[src/rtl/ahb_rsp_mux.sv]
// AHB data-phase response mux with an internal default slave that answers unmapped accesses with ERROR.
// Optional error-address capture is enabled by defining AHB_RSP_ERRCAP_EN.
module ahb_rsp_mux #(
  parameter int DW = 32,
  parameter int CW = 8
) (
  input  logic          hclk,
  input  logic          hreset,
  input  logic [1:0]    htrans,
  input  logic          hsel2,
  input  logic          hsel0_rd,
  input  logic          hsel1_rd,
  input  logic          hsel2_rd,
  input  logic [DW-1:0] hrdata0,
  input  logic [DW-1:0] hrdata1,
  input  logic          hreadyout0,
  input  logic          hreadyout1,
  input  logic [1:0]    hresp0,
  input  logic [1:0]    hresp1,
  input  logic          err_clr,
`ifdef AHB_RSP_ERRCAP_EN
  input  logic [31:0]   haddr,
  output logic [31:0]   err_addr,
  output logic          err_vld,
`endif
  output logic [DW-1:0] hrdata,
  output logic          hready,
  output logic [1:0]    hresp,
  output logic [CW-1:0] err_cnt
);

  localparam logic [1:0] RESP_OKAY  = 2'b00;
  localparam logic [1:0] RESP_ERROR = 2'b01;

  typedef enum logic [1:0] {
    IDLE = 2'd0,
    ERR1 = 2'd1,
    ERR2 = 2'd2
  } state_t;

  state_t        state_reg;
  logic          fsm_ready_reg;
  logic [1:0]    fsm_resp_reg;
  logic [CW-1:0] err_cnt_reg;
  logic          accept;

  // Only the transfer-type MSB distinguishes NONSEQ/SEQ from IDLE/BUSY.
  logic unused_htrans;
  assign unused_htrans = htrans[0];

  assign accept = hsel2 & hready & htrans[1];

  always_comb begin
    hrdata = '0;
    hready = 1'b1;
    hresp  = RESP_OKAY;
    if (hsel0_rd) begin
      hrdata = hrdata0;
      hready = hreadyout0;
      hresp  = hresp0;
    end else if (hsel1_rd) begin
      hrdata = hrdata1;
      hready = hreadyout1;
      hresp  = hresp1;
    end else if (hsel2_rd) begin
      hready = fsm_ready_reg;
      hresp  = fsm_resp_reg;
    end
  end

  // Default slave: two-cycle ERROR; outputs are registered alongside the state.
  always_ff @(posedge hclk) begin
    if (hreset) begin
      state_reg     <= IDLE;
      fsm_ready_reg <= 1'b1;
      fsm_resp_reg  <= RESP_OKAY;
    end else begin
      case (state_reg)
        IDLE: begin
          if (accept) begin
            state_reg     <= ERR1;
            fsm_ready_reg <= 1'b0;
            fsm_resp_reg  <= RESP_ERROR;
          end
        end
        ERR1: begin
          state_reg     <= ERR2;
          fsm_ready_reg <= 1'b1;
          fsm_resp_reg  <= RESP_ERROR;
        end
        ERR2: begin
          if (accept) begin
            state_reg     <= ERR1;
            fsm_ready_reg <= 1'b0;
            fsm_resp_reg  <= RESP_ERROR;
          end else begin
            state_reg     <= IDLE;
            fsm_ready_reg <= 1'b1;
            fsm_resp_reg  <= RESP_OKAY;
          end
        end
        default: begin
          state_reg     <= IDLE;
          fsm_ready_reg <= 1'b1;
          fsm_resp_reg  <= RESP_OKAY;
        end
      endcase
    end
  end

  always_ff @(posedge hclk) begin
    if (hreset) begin
      err_cnt_reg <= '0;
    end else if (err_clr) begin
      err_cnt_reg <= CW'(accept);
    end else if (accept && (err_cnt_reg != {CW{1'b1}})) begin
      err_cnt_reg <= err_cnt_reg + 1'b1;
    end
  end

  assign err_cnt = err_cnt_reg;

`ifdef AHB_RSP_ERRCAP_EN
  logic [31:0] err_addr_reg;
  logic        err_vld_reg;

  // Clear takes effect first so a coincident accept is captured fresh.
  always_ff @(posedge hclk) begin
    if (hreset) begin
      err_addr_reg <= '0;
      err_vld_reg  <= 1'b0;
    end else if (err_clr) begin
      err_addr_reg <= accept ? haddr : 32'h0;
      err_vld_reg  <= accept;
    end else if (accept && !err_vld_reg) begin
      err_addr_reg <= haddr;
      err_vld_reg  <= 1'b1;
    end
  end

  assign err_addr = err_addr_reg;
  assign err_vld  = err_vld_reg;
`endif

endmodule

[config.mk]
export PLATFORM = sky130hd
export DESIGN_NAME = ahb_rsp_mux
export DESIGN_NICKNAME = d
export VERILOG_FILES = /design/src/rtl/ahb_rsp_mux.sv
export SDC_FILE = /design/constraint.sdc
export NUM_CORES = 1
export LEC_CHECK = 0
export CAP_MARGIN = 20
export CORE_MARGIN = 8
export CORE_UTILIZATION = 27
export CTS_CLUSTER_DIAMETER = 150
export DETAILED_ROUTE_END_ITERATION = 7
export GPL_ROUTABILITY_DRIVEN = 0
export MAX_ROUTING_LAYER = met4
export PLACE_DENSITY = 0.86
export SETUP_SLACK_MARGIN = 0.2
export SLEW_MARGIN = 20
export SYNTH_ARGS = -nofsm -noshare
export SYNTH_HDL_FRONTEND = slang
export SYNTH_SLANG_ARGS = --single-unit
[constraint.sdc]
create_clock -name hclk -period 3.1 [get_ports hclk]
set_input_delay 0.465 -clock hclk [delete_from_list [all_inputs] [get_ports hclk]]
set_output_delay 0.465 -clock hclk [all_outputs]
set_load 0.1 [all_outputs]
==> flow_metrics.tcl <==
set metrics [dict create \
    root_buffer "clkbuf_4" \
    status "complete, no violations" \
    fin_nets 316 \
    drive_gt1_share_pct 21.7 \
    synth_area_um2 936 \
    postCtsSetupRepairBufs 0 \
    p_per_area_nw_per_um2 348 \
    die_area_um2 5610 \
    vias_per_cell 5.27 \
    cts_tree "yes" \
    hp-class "reg2reg" \
    min_period_over_period_pct 83.1 \
    synth_nets 198 \
    cts_buffers 3 \
    hold_viol_final 0 \
    numPortBuffers 120 \
    slew_headroom_pct 66.6 \
    htreeDepth 1 \
    slowest_stage "clkdlybuf4s50_1" \
    power_frac_seq_pct 18.0 \
    initial_core_util_pct 28.0 \
    critical_path_class "in2out" \
    route.detailed.drc 0 \
    timing.fmax_mhz 388 \
    cts_resized 0 \
    drtIter0Drc 108 \
    cts_num_sinks 12 \
    grt_use_total_pct 20.3 \
    clkTransAtPathRegs_ns 0.07 \
    yosysWarnings 0 \
    cp_max_fo 17 \
    gr-usage-met2_pct 36.7 \
    largest_register_ffs 8 \
    num_rows 21 \
    leakagePower_uw 0.00100 \
    worstMarginPinSlew_ns 0.500 \
    grt_antenna_before_repair 0 \
    finalSetupViolations 0 \
    path_buf_inv 3 \
    maxCapViolCount 0 \
    clockPowerShare_pct 13.9 \
    grt.overflow.total 0 \
    routed_wl_um 6030 \
    ant_nets 0 \
    met1_usage_pct 21.7 \
    areaGrowthSynthToFinish_pct 172 \
    grt_pass1_wl_um 8430 \
    firstDrtPassIters 4 \
    fillers 232 \
    ir_drop_mv 0.268 \
    rsz0062_at_grt "false" \
    slowest_delay_ns 0.73 \
    cts_hold_buf 0 \
    dp_cells 277 \
    clk_path_buf_depth 2 \
    met3_usage_pct 4.79 \
    crit_family "buffers and inverters" \
    endpoint_kind "output pin" \
    finalMaxSlewViolations 0 \
    cp.arrival_ns 2.11 \
    grt_max_degree 33 \
    pwr-share-comb_pct 68.1 \
    seq_area_frac_synth_pct 25.7 \
    worst_clock_skew_ns 0.00434 \
    synth-seq-cells 12 \
    core_um2 3340 \
    internal_power_uw 477 \
    insertion_delay_ns 0.27 \
    fin_cells 281 \
    syn_inst 118 \
    fp.dieW_um 74.9 \
    netlist-cell-type-count 28 \
    whs_ns 0.478 \
    vias 1482 \
    dp_hpwl_um 5080 \
    start_kind "input port" \
    avgSynthCellArea_um2 7.93 \
    grt.busiest_layer "met2" \
    num_antenna_cells 0 \
    die_h_um 74.9 \
    required_ns 2.63 \
    min_period_ns 2.58 \
    p_switching_uw 408 \
    cp_cell_sequence "clkdlybuf4s50_1 > o31a_1 > inv_1 > buf_12" \
    grt_pass1_vias 1447 \
    p_sw_share_pct 46.1 \
    wire_per_inst_um 21.5 \
    ios 122 \
]
## kinds of logic (layout without fill, tap and decap cells)
kind of cell	after synthesis	count (layout)	share of synthesized area (%)
buffers and inverters	12	129	4.95
flip-flops	12	12	25.7
AND/OR/NAND/NOR	36	36	20.7
multiplexers	2	2	2.14
adder cells (fa/ha/maj)	1	1	1.34
AO/OA/AOI/OAI	55	55	45.2
## synthesized netlist by cell type (all sizes together)
| master | count | share of area, % |
|---|---|---|
| a21oi | 8 | 4.3 |
| and3 | 1 | 0.67 |
| ha | 1 | 1.3 |
| a21o | 1 | 0.80 |
| buf | 1 | 0.53 |
| o32a | 1 | 1.1 |
| or3b | 1 | 0.94 |
| nand2 | 11 | 4.4 |
| nor2 | 5 | 2.0 |
| o21ai | 6 | 3.2 |
| a211o | 1 | 0.94 |
| or3 | 2 | 1.3 |
| clkbuf | 8 | 3.2 |
| o31ai | 3 | 2.4 |
| a22o | 32 | 30 |
| dfxtp | 12 | 26 |
| o31a | 1 | 0.94 |
| mux2i | 2 | 2.1 |
| or4 | 3 | 2.4 |
| nor3b | 3 | 2.4 |
| or2 | 1 | 0.67 |
| o2111ai | 1 | 0.94 |
| inv | 3 | 1.2 |
| and4 | 1 | 0.94 |
| o22ai | 1 | 0.67 |
| nand3 | 3 | 1.6 |
| nor2b | 3 | 2.0 |
| nor4 | 2 | 1.3 |
## layout by cell type (no fill, tap or decap), types with 3 or more instances in the layout
master           synthesis  layout
a21oi_1                  8       8
a22o_1                  32      32
buf_12                   0      35
buf_4                    0      10
clkbuf_4                 0       3
clkdlybuf4s50_1          0      77
dfxtp_1                 12      12
inv_1                    3       3
nand2_1                 11      11
nand3_1                  3       3
nor2_1                   5       5
nor3b_1                  3       3
o21ai_0                  6       6
o31ai_1                  3       3
or4_1                    3       3
## power by group through the flow
stage | registers (uW) | clock network [uW] | logic, uW
floorplan | 167 | 0 | 319
detailed placement | 163 | 0 | 604
CTS | 160 | 128 | 604
finish | 160 | 123 | 602
global route | 160 | 133 | 619
global placement | 163 | 0 | 596
## path summary, 6_finish.rpt
check | slack (ns) | cells after the start | start | end
max | 0.52 | 4 | hsel0_rd | hready
min | 0.48 | 1 | state_reg[1] | state_reg[1]
min reg2reg | 0.48 | 1 | state_reg[1] | state_reg[1]
max reg2reg | 1.30 | 5 | err_cnt[0] | err_cnt[5]
## routing by layer
| layer | up-vias | routed length [um] |
|---|---|---|
| li1 | 703 | - |
| met1 | 704 | 2220 |
| met2 | 69 | 3210 |
| met3 | 6 | 546 |
| met4 | 0 | 45 |
| met5 | - | 0 |
## per-stage QoR
stage	util, %	worst slack [ns]	instance area [um2]	power [uW]	TNS (ns)
after CTS	76.2	0.523	2540	892	0
after floorplan	-	-0.354	936	486	-0.707
after detailed placement	75.1	0.527	2510	767	0
after global placement	75.1	0.524	2510	759	0
final	76.2	0.523	2540	885	0
after global routing	76.2	0.369	2540	913	0
## area by class of cell
cell class	instances	area (um2)	share of cell area (%)
Clock buffer	4	36.3	1.43
Inverter	3	11.3	0.443
Timing Repair Buffer	122	1550	60.8
Multi-Input combinational cell	94	652	25.6
Tap cell	46	57.6	2.26
Sequential cell	12	240	9.44
No activity file was read; power rests on OpenSTA's default activity.
